File: config.mk
export PLATFORM = sky130hd
export DESIGN_NAME = subsys_dispatch
export DESIGN_NICKNAME = d
export VERILOG_FILES = /design/src/rtl/subsys_dispatch.sv
export SDC_FILE = /design/constraint.sdc
export NUM_CORES = 1
export LEC_CHECK = 0
export BUFFER_PORTS_ARGS = -buffer_cell sky130_fd_sc_hd__buf_2
export CORE_MARGIN = 2
export CORE_UTILIZATION = 57
export DETAILED_ROUTE_END_ITERATION = 16
export PLACE_DENSITY = 0.84
export SLEW_MARGIN = 20
export SYNTH_ARGS = -nofsm -noshare
export SYNTH_HDL_FRONTEND = slang
export SYNTH_HIERARCHICAL = 1
export SYNTH_SLANG_ARGS = --single-unit
File: constraint.sdc
create_clock -name clk -period 3.03 [get_ports clk]
set_clock_uncertainty 0.05 [all_clocks]
set_input_delay 0.303 -clock clk [delete_from_list [all_inputs] [get_ports clk]]
set_output_delay 0.303 -clock clk [all_outputs]
set_load 0.02 [all_outputs]
File: src/rtl/subsys_dispatch.sv
// Menu/launcher for the subsystem enable handshake: debounced key navigation,
// active-low launch of the selected subsystem, and reclaim on done, quit or timeout.
module deb_key #(
  parameter int DEB_CYC = 20000
) (
  input  logic clk,
  input  logic rst_n,
  input  logic raw,
  output logic level,
  output logic pulse
);
  localparam int CW = $clog2(DEB_CYC + 1);

  logic [1:0]    sync;
  logic [CW-1:0] cnt;
  logic          rise;

  assign rise = sync[1] & ~level & (cnt == CW'(DEB_CYC - 1));

  always_ff @(posedge clk or negedge rst_n) begin
    if (!rst_n) begin
      sync  <= '0;
      cnt   <= '0;
      level <= 1'b0;
      pulse <= 1'b0;
    end else begin
      sync  <= {sync[0], raw};
      pulse <= rise;
      // any cycle agreeing with the accepted level restarts the count
      if (sync[1] != level) begin
        if (cnt == CW'(DEB_CYC - 1)) begin
          level <= sync[1];
          cnt   <= '0;
        end else begin
          cnt <= cnt + 1'b1;
        end
      end else begin
        cnt <= '0;
      end
    end
  end
endmodule

module subsys_dispatch #(
  parameter int N_SUB   = 4,
  parameter int SEL_W   = 2,
  parameter int DEB_CYC = 20000,
  parameter int ARM_CYC = 4,
  parameter int TO_CYC  = 0
) (
  input  logic             clk,
  input  logic             rst_n,
  input  logic [6:0]       keys,
  input  logic [N_SUB-1:0] en_back,
  output logic [N_SUB-1:0] en_sub,
  output logic [SEL_W-1:0] sel,
  output logic [15:0]      menu_led,
  output logic             busy,
  output logic [1:0]       last_exit
);
  localparam int AW = $clog2(ARM_CYC + 1);
  localparam int TW = (TO_CYC > 1) ? $clog2(TO_CYC + 1) : 1;

  typedef enum logic [1:0] {MENU, LAUNCH, RUN, DRAIN} state_t;

  state_t           st, st_n;
  logic [SEL_W-1:0] sel_n;
  logic [N_SUB-1:0] en_n, eb_s1, eb_s2;
  logic [1:0]       le_n;
  logic [AW-1:0]    arm_cnt, arm_n;
  logic [TW-1:0]    to_cnt, to_n;
  logic [3:0]       key_lvl, key_pls;
  logic             unused_keys;

  assign unused_keys = ^keys[6:4];

  for (genvar k = 0; k < 4; k++) begin : g_key
    deb_key #(.DEB_CYC(DEB_CYC)) u_key (
      .clk  (clk),
      .rst_n(rst_n),
      .raw  (keys[k]),
      .level(key_lvl[k]),
      .pulse(key_pls[k])
    );
  end

  always_ff @(posedge clk or negedge rst_n) begin
    if (!rst_n) begin
      eb_s1 <= '0;
      eb_s2 <= '0;
    end else begin
      eb_s1 <= en_back;
      eb_s2 <= eb_s1;
    end
  end

  always_ff @(posedge clk or negedge rst_n) begin
    if (!rst_n) begin
      st        <= MENU;
      sel       <= '0;
      en_sub    <= '1;
      last_exit <= 2'b00;
      arm_cnt   <= '0;
      to_cnt    <= '0;
    end else begin
      st        <= st_n;
      sel       <= sel_n;
      en_sub    <= en_n;
      last_exit <= le_n;
      arm_cnt   <= arm_n;
      to_cnt    <= to_n;
    end
  end

  always_comb begin
    st_n  = st;
    sel_n = sel;
    en_n  = en_sub;
    le_n  = last_exit;
    arm_n = arm_cnt;
    to_n  = to_cnt;
    case (st)
      MENU: begin
        en_n = '1;
        if (key_pls[3]) begin
          st_n  = LAUNCH;
          en_n  = ~(N_SUB'(1) << sel);
          arm_n = '0;
        end else if (key_pls[1] && !key_pls[2]) begin
          sel_n = (sel == SEL_W'(N_SUB - 1)) ? '0 : sel + 1'b1;
        end else if (key_pls[2] && !key_pls[1]) begin
          sel_n = (sel == '0) ? SEL_W'(N_SUB - 1) : sel - 1'b1;
        end
      end
      LAUNCH: begin
        // subsystem gets ARM_CYC cycles to clear a stale done flag
        if (arm_cnt == AW'(ARM_CYC - 1)) begin
          st_n = RUN;
          to_n = '0;
        end else begin
          arm_n = arm_cnt + 1'b1;
        end
      end
      RUN: begin
        to_n = to_cnt + 1'b1;
        if (eb_s2[sel]) begin
          st_n = DRAIN;
          le_n = 2'b01;
          en_n = '1;
        end else if (key_pls[0]) begin
          st_n = DRAIN;
          le_n = 2'b10;
          en_n = '1;
        end else if (TO_CYC != 0 && to_cnt == TW'(TO_CYC - 1)) begin
          st_n = DRAIN;
          le_n = 2'b11;
          en_n = '1;
        end
      end
      DRAIN: begin
        en_n = '1;
        if (key_lvl == 4'b0000) st_n = MENU;
      end
      default: st_n = MENU;
    endcase
  end

  assign busy     = (st != MENU);
  assign menu_led = (st == MENU) ? (16'(1) << sel) : 16'h0000;
endmodule

Word level (Yosys, flattened, before mapping) --
Index checks and enable logic that the tools add are counted. W data, S select, Z words.
Storage, ports and cells: register bits 97, bits of input ports 13, output and inout port bits 25, logic and storage cells 116
Operators by class: $add $sub $neg 7, $lt $le $gt $ge 1, eq/ne operators 18, shifts and indexed selects 2, multiplexer cells 30, bitwise operators 14, reductions and logical operators 21
Operators by type and width (count):
- $mux W15 | 8
- $add A15 B1 Y15 const B | 4
- $eq A15 B15 Y1 const B | 4
- $mux W2 | 11
- $mux W16 | 1
- $shl A1 B2 Y16 const A | 1
- $mux W4 | 3
- $pmux W4 S3 | 1
- $reduce_and A2 Y1 | 6
- $and A1 B1 Y1 | 8
- $pmux W2 S4 | 1
- $reduce_bool A2 Y1 | 4
- $eq A2 B2 Y1 const B | 3
- $mux W3 | 2
- $ne A2 B2 Y1 const B | 3
- $pmux W3 S2 | 1
- $reduce_and A3 Y1 | 2
- $not A1 Y1 | 5
- $logic_not A2 Y1 | 2
- $logic_not A4 Y1 | 1
- $ne A1 B1 Y1 | 4
- $not A4 Y4 | 1
- $reduce_and A4 Y1 | 1
- $shl A1 B2 Y4 const A | 1
- other kinds (13) | 15

Logic depth before layout (Yosys ltp) --
depth in word-level cells 4, depth in mapped cells 7, mapped depth without buffers 6

Modules after synthesis --
Netlist, hierarchy kept.
Modules (own cells, without submodules):
- deb_key | times used 4, cells an instance 84, area each 917.1 µm², sequential area each 475.5 µm²
- subsys_dispatch | times used 1, cells an instance 106, area each 1151.1 µm², sequential area each 530.5 µm²

Worst setup path before layout --
No wires, ideal clock.
path type register to register, start point reg sel[0], end point reg st[1], library setup time 0.125 ns, arrival time 1.593 ns, data required time 2.855 ns, slack 1.262 ns, cell stages (with the launch flop) 5, path buffers 0, period minus slack after synthesis 1.768 ns, cell sequence dfrtp_1 mux4_2 nor3_2 nor3_1 mux2_2
Between the ends: longest elaborated chain between the ends 4, elaborated cells between the ends (all ways) 6, classes of those cells eq/ne: 1; mux: 4; reduce/logical: 1
Ends and longest elaborated chain:
- start: declaration | line 56 | output logic [SEL_W-1:0] sel,
- start signal: assignment | line 107 | sel <= sel_n;
- $bmux W1 S2 * | line 146 | if (eb_s2[sel]) begin
- $mux W1 (not written as such) * | line 146
- $ne A3 B2 Y1 (no source line) or $mux W2 (tied branches)
- $reduce_and A4 Y1 (no source line) or $pmux W2 S4 (tied branches)
- end signal: assignment | line 106 | st <= st_n;
- end: declaration | line 66 | state_t st, st_n;
Mark *: on every way between the ends. The rest lies on a longest branch, timed or not. The select of a mux whose other input is x is not followed. A chain may end at the register's enable or synchronous reset.

Final worst setup path --
start point reg st[1], end point out menu_led[0]
Between the ends: longest elaborated chain between the ends 2
Ends and longest elaborated chain:
- $logic_not A2 Y1 | line 169 | assign menu_led = (st == MENU) ? (16'(1) << sel) : 16'h0000;
- $mux W16 | line 169
- end: declaration | line 57 | output logic [15:0] menu_led,
Every way passes these cells.

==> flow_summary.ini <==
[clock_tree]
root_buffer = clkbuf_8
clk_pin_slew_worst_paths_ps = 90
clk_latency_ps = 360
numClockSinks = 97
ctsResizeCount = 0
cts_buffer_depth = 2
cts_buffers = 9
htreeDepth = 3
cts_tree = built

[floorplanning]
start_util = 0.587
dieArea_sq_um = 9210
core_sq_um = 8220
fp.dieH_um = 96.0
ios = 38
fp-row-count = 33
die_w_um = 96.0

[setup_path]
cp-end-kind = primary output
arrival_ps = 1610
worstPathRequired_ps = 2680
startpoint_type = flip-flop
path_max_fanout = 8
crit_type = flip-flop to primary output
rr_worst_depth = 5

[timing]
worst_slew_pin_slew_ps = 537
setup_viol = 0
post-route-period-util = 0.649
relSlewSlack = 0.642
period_minus_slack_ps = 1970
fin_tns_setup_ps = 0
finalMaxSlewViolations = 0
rsz0062_at_grt = false
hold_viol = 0
fmax_mhz = 509

[finish]
area_growth_pct = 9.16
layout-drive-gt1-share = 0.174
stdcell_count = 582
final_common_cell = dfrtp_1
n_antenna_cell = 0
final_net_count = 504
final_cell_mix = dfrtp_1 (93), nor2_1 (74), xor2_1 (28), nand2_1 (27), xnor2_1 (25)
final_area_sq_um = 5260

[global_routing]
grt_max_degree = 55
grt_pass1_vias = 3244
grt_overflow_total = 0
grt_util_all_layers = 0.203
antenna_found_initial = 0
grt_pass1_wl_mm = 14.4

[synthesis]
ys_ff_latch = 97
ys_warn_count = 6
ys_top_cells_by_area = dfrtp_1 (48%), nor2_1 (5.8%), xor2_1 (5.1%)
synthArstFlopShare = 1.00
syn_area_sq_um = 4820
synth_cell_types = 42
ys_seq_area_frac = 0.505
synth.avg_cell_area_sq_um = 10.9
synth-simple-area-share = 0.241
muxShareOfSynthArea = 0.0301
synthXorXnorAreaFrac = 0.0963
synth_top_family_by_area = simple AND/OR/NAND/NOR gates
synth_top_area_share = 0.483
yosys_most_used_dff = dfrtp_1
synthAdderAreaFrac = 0.0493
synth-edff-count = 0
synth_cells = 442
synth-compound-area-share = 0.0257
synth_largest_area_cell = dfrtp_1

[worst_hold_path]
worstHoldPathCells = 0
hold_class = flip-flop to flip-flop

[placed_design]
dpl.hpwl_mm = 5.83
postPlaceCellArea_sq_um = 4950
dp_cells = 557
io_buffers = 22
routabilityCongestion = 0.810

[pwr]
swShare = 0.227
intPower_w = 0.00182
power_frac_clock = 0.387
p_sw_w = 0.000535
pwr-share-comb = 0.044
p_leak_nw = 2.33
power_w = 0.00235
ir_drop_mv = 0.214
powerDensity_nw_per_um2 = 447
power_frac_seq = 0.568

[detailed_routing]
highest_layer = met4
drc = 0
route.met2.wl_mm = 4.14
drt-total-wl_mm = 8.32
wl_met1_mm = 3.71
wl_per_cell_um = 14.3
drt_iter0_markers = 124
antenna_left = 0
dr_wl_met3_um = 294
via_per_inst = 5.46
drt_pass1_iterations = 4
vias = 3178

[flow_run]
cap_viol_max_count = 0

[run_status]
status = finished clean
==> routing by layer <==
layer	GRT usage	vias up
met4	0.0976	0
met3	0.0321	16
met2	0.339	80
met1	0.260	1557
met5	0	-
li1	-	1525
==> cell type report <==
| type | count | area [sq um] |
|---|---|---|
| inverters | 22 | 82.6 |
| multi-input cells | 310 | 2180 |
| clock inverters | 7 | 92.6 |
| clock buffers | 9 | 124 |
| flip-flops and latches | 97 | 2430 |
| fillers | 625 | 2960 |
| repair buffers | 32 | 223 |
| well taps | 105 | 131 |
==> path summary, 6_finish.rpt <==
check	from	to	slack [ps]
setup / recovery	st[1]$_DFFE_PN0P_	menu_led[0]	1060
hold / removal	g_key[0].u_key/sync[0]$_DFF_PN0_	g_key[0].u_key/sync[1]$_DFF_PN0_	300
setup reg to reg	arm_cnt[0]$_DFFE_PN0P_	st[1]$_DFFE_PN0P_	1180
hold reg to reg	g_key[0].u_key/sync[0]$_DFF_PN0_	g_key[0].u_key/sync[1]$_DFF_PN0_	300
max in group asynchronous	rst_n	g_key[3].u_key/cnt[8]$_DFF_PN0_	1860
min in group asynchronous	rst_n	g_key[3].u_key/cnt[1]$_DFF_PN0_	410
==> critical path: stages, from the launching register on <==
cell	delay (ps)
dfrtp_1	420
inv_1	100
ha_1	310
inv_1	140
nor2_1	120
buf_2	170
==> timing repair <==
item / in CTS / in global routing
setup buffers: 0 / 0
hold buffers: 9 / 0
endpoints found under the hold margin: 47 / 0
==> cells in the mapped netlist (all sizes together) (2+ instances only) <==
library cell / count
mux2: 10
ha: 19
nand4: 20
nand2b: 5
a21o: 2
xor2: 28
xnor2: 25
clkbuf: 4
nand2: 27
dfstp: 4
nor3: 18
and2: 8
a21oi: 3
nand3: 16
inv: 22
nor4: 4
dfrtp: 93
o21ai: 5
nor4b: 4
and4: 16
nor2: 78
buf: 20
==> stage by stage <==
stage | util | hold WS, ps | setup WS, ps
finish | 0.640 | 303 | 1060
global route | 0.640 | 317 | 968
CTS | 0.640 | 300 | 1050
detailed placement | 0.603 | 281 | 1190
global placement | 0.603 | 282 | 1280
floorplan | - | -42.6 | 1260
==> state kept, by name (all words and copies together) (netlist names) <==
register           flops
g_key.u_key/cnt       60
g_key.u_key/sync       8
eb_s1                  4
eb_s2                  4
en_sub                 4
g_key.u_key/level      4
g_key.u_key/pulse      4
arm_cnt                3
last_exit              2
sel                    2
st                     2
==> power by group through the flow <==
stage | Combinational, W | Sequential (W) | Clock (W)
6_report | 0.000104 | 0.00134 | 0.000911
5_1_grt | 0.000122 | 0.00134 | 0.000989
4_1_cts | 0.000107 | 0.00133 | 0.000933
3_5_place_dp | 0.0000973 | 0.00136 | 0
3_3_place_gp | 0.0000950 | 0.00136 | 0
2_1_floorplan | 0.0000693 | 0.00136 | 0
==> cell families (layout without fill, tap and decap cells) <==
kind of cell / Yosys count / in the layout
AOI/OAI and AO/OA: 17 / 17
xor gates and xnor gates: 53 / 53
adders and majority gates: 19 / 19
buffers and inverters: 46 / 70
DFF: 97 / 97
muxes: 12 / 12
other: 1 / 12
and+or+nand+nor: 197 / 197
No activity file was read; power rests on OpenSTA's default activity.
